$ cat src/rtl/pico.sv
// Shared definitions for the pico core and its program loader.
package pico;

  localparam int unsigned A      = 8;
  localparam int unsigned W_INST = 16;
  localparam int unsigned W_LCNT = 16;

  typedef enum logic [2:0] {
    RUN,
    HDR_HI,
    HDR_LO,
    DATA,
    ERR
  } ldrState;

  function automatic int unsigned bytes_per_word(input int unsigned w_inst);
    return (w_inst + 7) / 8;
  endfunction

endpackage

$ cat src/rtl/prog_loader_if.sv
// Byte-stream and instruction-fetch bus between the loader, its feeder and the core.
interface prog_loader_if #(
  parameter int unsigned A      = pico::A,
  parameter int unsigned W_INST = pico::W_INST
);

  logic [7:0]        rx_data_i;
  logic              rx_valid_i;
  logic              rx_ready_o;
  logic [A-1:0]      prog_addr_i;
  logic [W_INST-1:0] prog_data_o;

  modport master (
    output rx_data_i, rx_valid_i, prog_addr_i,
    input  rx_ready_o, prog_data_o
  );

  modport slave (
    input  rx_data_i, rx_valid_i, prog_addr_i,
    output rx_ready_o, prog_data_o
  );

endinterface

$ cat src/rtl/prog_ram.sv
// Program memory: synchronous write, asynchronous read; kept separate so it can be swapped.
module prog_ram #(
  parameter int unsigned A = 8,
  parameter int unsigned W = 16
) (
  input  logic         clk_i,
  input  logic         we_i,
  input  logic [A-1:0] waddr_i,
  input  logic [W-1:0] wdata_i,
  input  logic [A-1:0] raddr_i,
  output logic [W-1:0] rdata_o
);

  logic [W-1:0] mem [0:(1 << A) - 1];

  always_ff @(posedge clk_i) begin
    if (we_i) begin
      mem[waddr_i] <= wdata_i;
    end
  end

  assign rdata_o = mem[raddr_i];

endmodule

$ cat src/rtl/prog_loader.sv
// Streams a length-prefixed byte image into program memory, holding the core in reset meanwhile.
module prog_loader #(
  parameter int unsigned A      = pico::A,
  parameter int unsigned W_INST = pico::W_INST
) (
  input  logic             clk_i,
  input  logic             rst_i,
  input  logic             load_req_i,
  prog_loader_if.slave     bus,
  output logic             core_n_rst_o,
  output logic             busy_o,
  output logic             err_o,
  output logic [A:0]       words_o
);

  import pico::*;

  localparam int unsigned BPW  = bytes_per_word(W_INST);
  localparam int unsigned BI_W = $clog2(BPW + 1);
  localparam int unsigned AW   = A + 1;

  ldrState           state;
  logic [W_LCNT-1:0] len_q;
  logic [AW-1:0]     waddr_q;
  logic [BI_W-1:0]   bidx_q;
  logic [W_INST-1:0] asm_q;

  logic              xfer;
  logic              we;
  logic              last_byte;
  logic              last_word;
  logic              hdr_oversize;
  logic [W_LCNT-1:0] hdr_len;
  logic [W_INST-1:0] asm_next;

  // A load request wins over any byte offered in the same cycle.
  assign bus.rx_ready_o = ((state == HDR_HI) || (state == HDR_LO) || (state == DATA))
                          && !load_req_i;
  assign xfer           = bus.rx_valid_i && bus.rx_ready_o;

  // Truncation drops the unused top bits of the first byte when W_INST is not byte-aligned.
  assign asm_next     = W_INST'({asm_q, bus.rx_data_i});
  assign hdr_len      = {len_q[W_LCNT-1:8], bus.rx_data_i};
  assign hdr_oversize = 32'(hdr_len) > (32'd1 << A);
  assign last_byte    = (bidx_q == BI_W'(BPW - 1));
  assign last_word    = ((waddr_q + AW'(1)) == AW'(len_q));
  assign we           = xfer && (state == DATA) && last_byte;

  always_ff @(posedge clk_i or posedge rst_i) begin
    if (rst_i) begin
      state        <= RUN;
      core_n_rst_o <= 1'b1;
      busy_o       <= 1'b0;
      err_o        <= 1'b0;
      words_o      <= '0;
      len_q        <= '0;
      waddr_q      <= '0;
      bidx_q       <= '0;
      asm_q        <= '0;
    end else if (load_req_i) begin
      state        <= HDR_HI;
      core_n_rst_o <= 1'b0;
      busy_o       <= 1'b1;
      err_o        <= 1'b0;
      words_o      <= '0;
      len_q        <= '0;
      waddr_q      <= '0;
      bidx_q       <= '0;
      asm_q        <= '0;
    end else begin
      case (state)
        RUN: begin
          core_n_rst_o <= 1'b1;
          busy_o       <= 1'b0;
        end
        HDR_HI: begin
          if (xfer) begin
            len_q[W_LCNT-1:8] <= bus.rx_data_i;
            state             <= HDR_LO;
          end
        end
        HDR_LO: begin
          if (xfer) begin
            len_q <= hdr_len;
            if (hdr_len == '0) begin
              state        <= RUN;
              core_n_rst_o <= 1'b1;
              busy_o       <= 1'b0;
            end else if (hdr_oversize) begin
              state  <= ERR;
              err_o  <= 1'b1;
              busy_o <= 1'b0;
            end else begin
              state <= DATA;
            end
          end
        end
        DATA: begin
          if (xfer) begin
            if (last_byte) begin
              bidx_q  <= '0;
              asm_q   <= '0;
              waddr_q <= waddr_q + AW'(1);
              if (last_word) begin
                state        <= RUN;
                words_o      <= AW'(len_q);
                core_n_rst_o <= 1'b1;
                busy_o       <= 1'b0;
              end
            end else begin
              bidx_q <= bidx_q + BI_W'(1);
              asm_q  <= asm_next;
            end
          end
        end
        ERR: begin
          err_o        <= 1'b1;
          core_n_rst_o <= 1'b0;
          busy_o       <= 1'b0;
        end
        default: state <= RUN;
      endcase
    end
  end

  prog_ram #(
    .A (A),
    .W (W_INST)
  ) u_ram (
    .clk_i   (clk_i),
    .we_i    (we),
    .waddr_i (waddr_q[A-1:0]),
    .wdata_i (asm_next),
    .raddr_i (bus.prog_addr_i),
    .rdata_o (bus.prog_data_o)
  );

endmodule
$ cat src/flat_wrapper.sv
// flat-port wrapper written by rule: the top's interface ports become plain ports
module prog_loader_flat import pico::*;
#(
  parameter int unsigned A      = pico::A,
  parameter int unsigned W_INST = pico::W_INST
)
  (clk_i, rst_i, load_req_i, core_n_rst_o, busy_o, err_o, words_o, bus_rx_data_i, bus_rx_valid_i, bus_prog_addr_i, bus_rx_ready_o, bus_prog_data_o);
  prog_loader_if #(.A(A), .W_INST(W_INST)) bus_i ();
  input  logic clk_i;
  input  logic rst_i;
  input  logic load_req_i;
  output logic core_n_rst_o;
  output logic busy_o;
  output logic err_o;
  output logic [A:0] words_o;
  input wire logic [$bits(bus_i.rx_data_i)-1:0] bus_rx_data_i;
  input wire logic [$bits(bus_i.rx_valid_i)-1:0] bus_rx_valid_i;
  input wire logic [$bits(bus_i.prog_addr_i)-1:0] bus_prog_addr_i;
  output wire logic [$bits(bus_i.rx_ready_o)-1:0] bus_rx_ready_o;
  output wire logic [$bits(bus_i.prog_data_o)-1:0] bus_prog_data_o;
  assign bus_i.rx_data_i = bus_rx_data_i;
  assign bus_i.rx_valid_i = bus_rx_valid_i;
  assign bus_i.prog_addr_i = bus_prog_addr_i;
  assign bus_rx_ready_o = bus_i.rx_ready_o;
  assign bus_prog_data_o = bus_i.prog_data_o;
  prog_loader #(.A(A), .W_INST(W_INST)) u_core (.clk_i(clk_i), .rst_i(rst_i), .load_req_i(load_req_i), .bus(bus_i), .core_n_rst_o(core_n_rst_o), .busy_o(busy_o), .err_o(err_o), .words_o(words_o));
endmodule
$ cat config.mk
export PLATFORM = sky130hd
export DESIGN_NAME = prog_loader_flat
export DESIGN_NICKNAME = d
export VERILOG_FILES = /design/src/rtl/pico.sv /design/src/rtl/prog_loader_if.sv /design/src/rtl/prog_ram.sv /design/src/rtl/prog_loader.sv /design/src/flat_wrapper.sv
export SDC_FILE = /design/constraint.sdc
export NUM_CORES = 2
export LEC_CHECK = 0
export ABC_AREA = 1
export BUFFER_PORTS_ARGS = -buffer_cell sky130_fd_sc_hd__buf_4
export CORE_MARGIN = 2
export CORE_UTILIZATION = 40
export DETAILED_ROUTE_END_ITERATION = 10
export HOLD_SLACK_MARGIN = 0.1
export MAX_ROUTING_LAYER = met4
export PLACE_DENSITY = 0.66
export REMOVE_ABC_BUFFERS = 1
export SETUP_SLACK_MARGIN = 0.3
export SYNTH_ARGS = -nofsm -noshare
export SYNTH_HDL_FRONTEND = slang
export SYNTH_SLANG_ARGS = --single-unit
export TNS_END_PERCENT = 1
$ cat constraint.sdc
create_clock -name clk_i -period 5.1 [get_ports clk_i]
set_input_delay 0.765 -clock clk_i [delete_from_list [all_inputs] [get_ports clk_i]]
set_output_delay 0.765 -clock clk_i [all_outputs]
set_load 0.02 [all_outputs]
==> impl_summary.log <==
[metrics] Critical Path Start Type: input port
[metrics] Simple-Gate Fraction of Synth Area: ~23%
[metrics] synth warn: 0
[metrics] IO buf count: 48
[metrics] count of nets left with antenna violations after detail routing: 0
[metrics] maximum count of clock buffers along a single path: 4
[metrics] Clk Latency, worst-skew pair: 970 ps
[metrics] wire length of the first global-routing pass: 713100 um
[metrics] Adder-Cell Fraction of Synth Area: less than 1%
[metrics] data arrival at the endpoint of the critical path: around 4200 ps
[metrics] clock root cell: clkbuf_16
[metrics] clock slew seen by the registers of the worst setup and hold paths: around 60 ps
[metrics] placed wire-length estimate: 279200 um
[metrics] total via count in the routed design: between 100k and 150k
[metrics] maximum number of pins on one net before global-route repair: around 170
[metrics] remaining routing DRC violations: 0
[metrics] sequential share of the synthesized area: roughly three quarters
[metrics] final global-route overflow total: 0
[metrics] total routing usage reported by global routing: 23.26%
[metrics] site row count: around 240
[metrics] total count of max-transition violations in the final report: 0
[metrics] CTS H-tree depth: 5
[metrics] Starting Density: 40.24%
[metrics] final-report setup violation count: 0
[metrics] Finished Layout Cells: a little under 20000
[metrics] final hold viol count: 0
[metrics] Initial DRC Count: roughly 17000
[metrics] WS Path Type: input port to output pin
[metrics] core area: slightly above 0.4 mm^2
[metrics] average instance area after synthesis: 11.98 um^2
[metrics] number of max-cap violations: 0
[metrics] run status: completed
[metrics] number of vias per cell after detailed routing: ~5.7
[metrics] Critical Path RT: ~4300 ps
[metrics] total leakage power: around 66 nW
[metrics] minimum period implied by the final worst setup slack: 4940 ps
[metrics] sink count of the clock tree: between 4000 and 5000
[metrics] largest voltage drop on the vdd net: ~290 uV
[metrics] number of antenna violations at the first check in global routing: 19
[metrics] Max-slew headroom: 17.79%
[metrics] mux contribution to synthesized area: less than 1%
[metrics] horizontal extent of the die: 649.1 um
[metrics] number of flip-flops and latches in the synthesized netlist: about 4100
[metrics] total clock buffers created by CTS: around 410
[metrics] fraction of registers with async set or reset after synthesis: 1.206%
[metrics] Most used DFF post-synth: edfxtp_1
[metrics] DR WL/cell: between 20 and 25 um
[metrics] main combinational cell family by area after synthesis: simple AND/OR/NAND/NOR gates
[metrics] final layout net count: between 10000 and 15000
[metrics] number of post-CTS setup repair buffers: 0
[metrics] FMAX: about 0.2 GHz
[metrics] TritonCTS clock tree: done
[metrics] number of synthesized flops with an enable pin: around 4100
[metrics] DP Cell Count: around 19000
[metrics] number of unique standard cell types used by synthesis: 37
[metrics] number of optimization iterations in the first detailed-route pass: 6
[metrics] sort of element at the end of the critical path: output pin
[metrics] final setup skew: around 63 ps
[metrics] Post-Synthesis Cells: around 14000
[metrics] fraction of synthesized cell area in xor and xnor cells: less than 1%
[metrics] Power Total: roughly 72 mW
[metrics] I/O pin count: 49
[metrics] routability congestion estimate: 0.9131
[metrics] total die area: between 0.4 and 0.5 mm^2
[metrics] maximum fanout count along the critical path: 104
[metrics] post-synthesis instance area: 0.1665 mm^2
[metrics] worst min-delay path class: input port to register
[metrics] Die Height: about 650 um
[metrics] final worst path period share: between 90 and 100%
[metrics] vias in the first global route: between 100k and 150k
[metrics] Compound-Gate Fraction of Synth Area: less than 1%
[metrics] ratio of cells with drive above 1 in the final layout: about a tenth
[metrics] power density over cell area: 377.6 mW/mm^2
[metrics] Routed Wire Length: 492900 um
[metrics] Worst-Margin Slew: approximately 1200 ps
[metrics] synthesis-to-layout area growth: 14.10%
[metrics] unrepaired setup endpoints after global routing: yes
[flip-flops by register name, summed over array words and instances (netlist names)]
signal and count:
u_core.len_q 16, u_core.words_o 9, u_core.busy_o 1, u_core.u_ram.mem 4096
u_core.waddr_q 9, u_core.err_o 1, u_core.asm_q 8, u_core.core_n_rst_o 1
u_core.bidx_q 2, u_core.state 3
[timing repair]
action / 4_1_cts / 5_1_grt
setup endpoints to repair: 16 / 16
gates cloned: 0 / 1
hold buffers: 2 / 0
endpoints found under the hold margin: 50 / 0
pin swaps: 0 / 0
gates resized for setup: 18 / 13
[per-layer routing]
| metal | wire length (um) | track usage [%] | vias up |
|---|---|---|---|
| met3 | 51530 | 3.667 | 953 |
| met1 | 192600 | 31.56 | 55000 |
| li1 | - | - | 49880 |
| met2 | 225500 | 34.86 | 6470 |
| met4 | 23260 | 9.959 | 0 |
| met5 | 0 | - | - |
[synthesized netlist by cell type, drive strengths merged, types with 3 or more instances]
master     n  area share [%]
o31ai      6           0.027
inv       70            0.16
ha         4           0.030
a21oi      3          0.0090
nand2   4285             9.7
o21ai     34            0.12
nor4       3           0.011
mux2       3           0.020
dfrtp     49            0.74
nand4      8           0.030
o22ai      5           0.019
edfxtp  4096              74
clkbuf   594             1.3
nor3      13           0.055
nand3   4076              12
buf      353            0.92
nor2     291            0.67
[cell usage in the layout, fill, tap and decap left out, types with 68 or more instances in the layout]
cell type,instances
clkinv_1,105
edfxtp_1,4096
nor2_1,288
buf_4,537
clkbuf_1,68
clkinv_2,82
buf_12,125
nand3_1,4060
nand2_1,4262
clkbuf_16,415
[worst paths after layout]
path                       slack (ps)                         start  depth (start not counted)                            endpoint
max reg2reg                      1420   u_core.state[1]$_DFFE_PP0P_                         13  u_core.u_ram.mem[181][2]$_DFFE_PP_
min                               160              bus_rx_data_i[2]                          1   u_core.u_ram.mem[20][2]$_DFFE_PP_
min reg2reg                       520  u_core.len_q[11]$_DFFE_PP0P_                          1        u_core.len_q[11]$_DFFE_PP0P_
min in group asynchronous         560                         rst_i                          4       u_core.words_o[6]$_DFFE_PP0P_
max                               160            bus_prog_addr_i[0]                         14                  bus_prog_data_o[5]
max in group asynchronous        3990                         rst_i                          4         u_core.asm_q[2]$_DFFE_PP0P_
[stage by stage]
stage	util [%]	worst slack (ps)	setup TNS (ps)	area, um^2	hold slack (ps)
2_1_floorplan	-	-12770	-204160	162700	460.1
3_3_place_gp	42.69	-128.3	-446.3	176600	472.8
3_5_place_dp	42.69	-132.4	-436.6	176600	482.0
4_1_cts	45.89	162.4	0	189800	116.9
5_1_grt	45.92	243.8	0	189900	152.9
6_report	45.92	160.0	0	190000	162.9
[logic make-up (layout without fill, tap and decap cells)]
kind of cell,Yosys count,in the layout
adder cells (fa/ha/maj),4,4
other,0,9
multiplexers,3,3
flip-flops,4146,4146
AND/OR/NAND/NOR,8678,8678
XOR/XNOR,1,1
AO/OA/AOI/OAI,50,50
buffers and inverters,1018,1504
[critical path, stage by stage]
cell	delay (ps)
buf_16	270
clkinv_16	250
buf_12	260
nand2_1	150
nand3_1	90
nand3_1	120
nand3_1	160
nand3_1	220
nand3_1	400
nand3_1	360
nand2_1	160
nand2_1	200
nand2_2	200
buf_4	210
[power by group]
part / total [mW] / switching, mW / internal, mW
clock network: 29.9 / 12.9 / 17.0
registers: 37.3 / 0.0603 / 37.2
logic: 4.52 / 3.35 / 1.16
[layout make-up]
type / count / area (um^2)
Fill cell: 36140 / 223700
Sequential cell: 4146 / 124300
Multi-Input combinational cell: 8736 / 38390
Clock buffer: 482 / 10620
Timing Repair Buffer: 685 / 6927
Tap cell: 5474 / 6849
Clock inverter: 266 / 2531
Inverter: 71 / 332.8
Antenna cell: 9 / 22.52
Note: power is estimated with default switching activity, not from simulation.
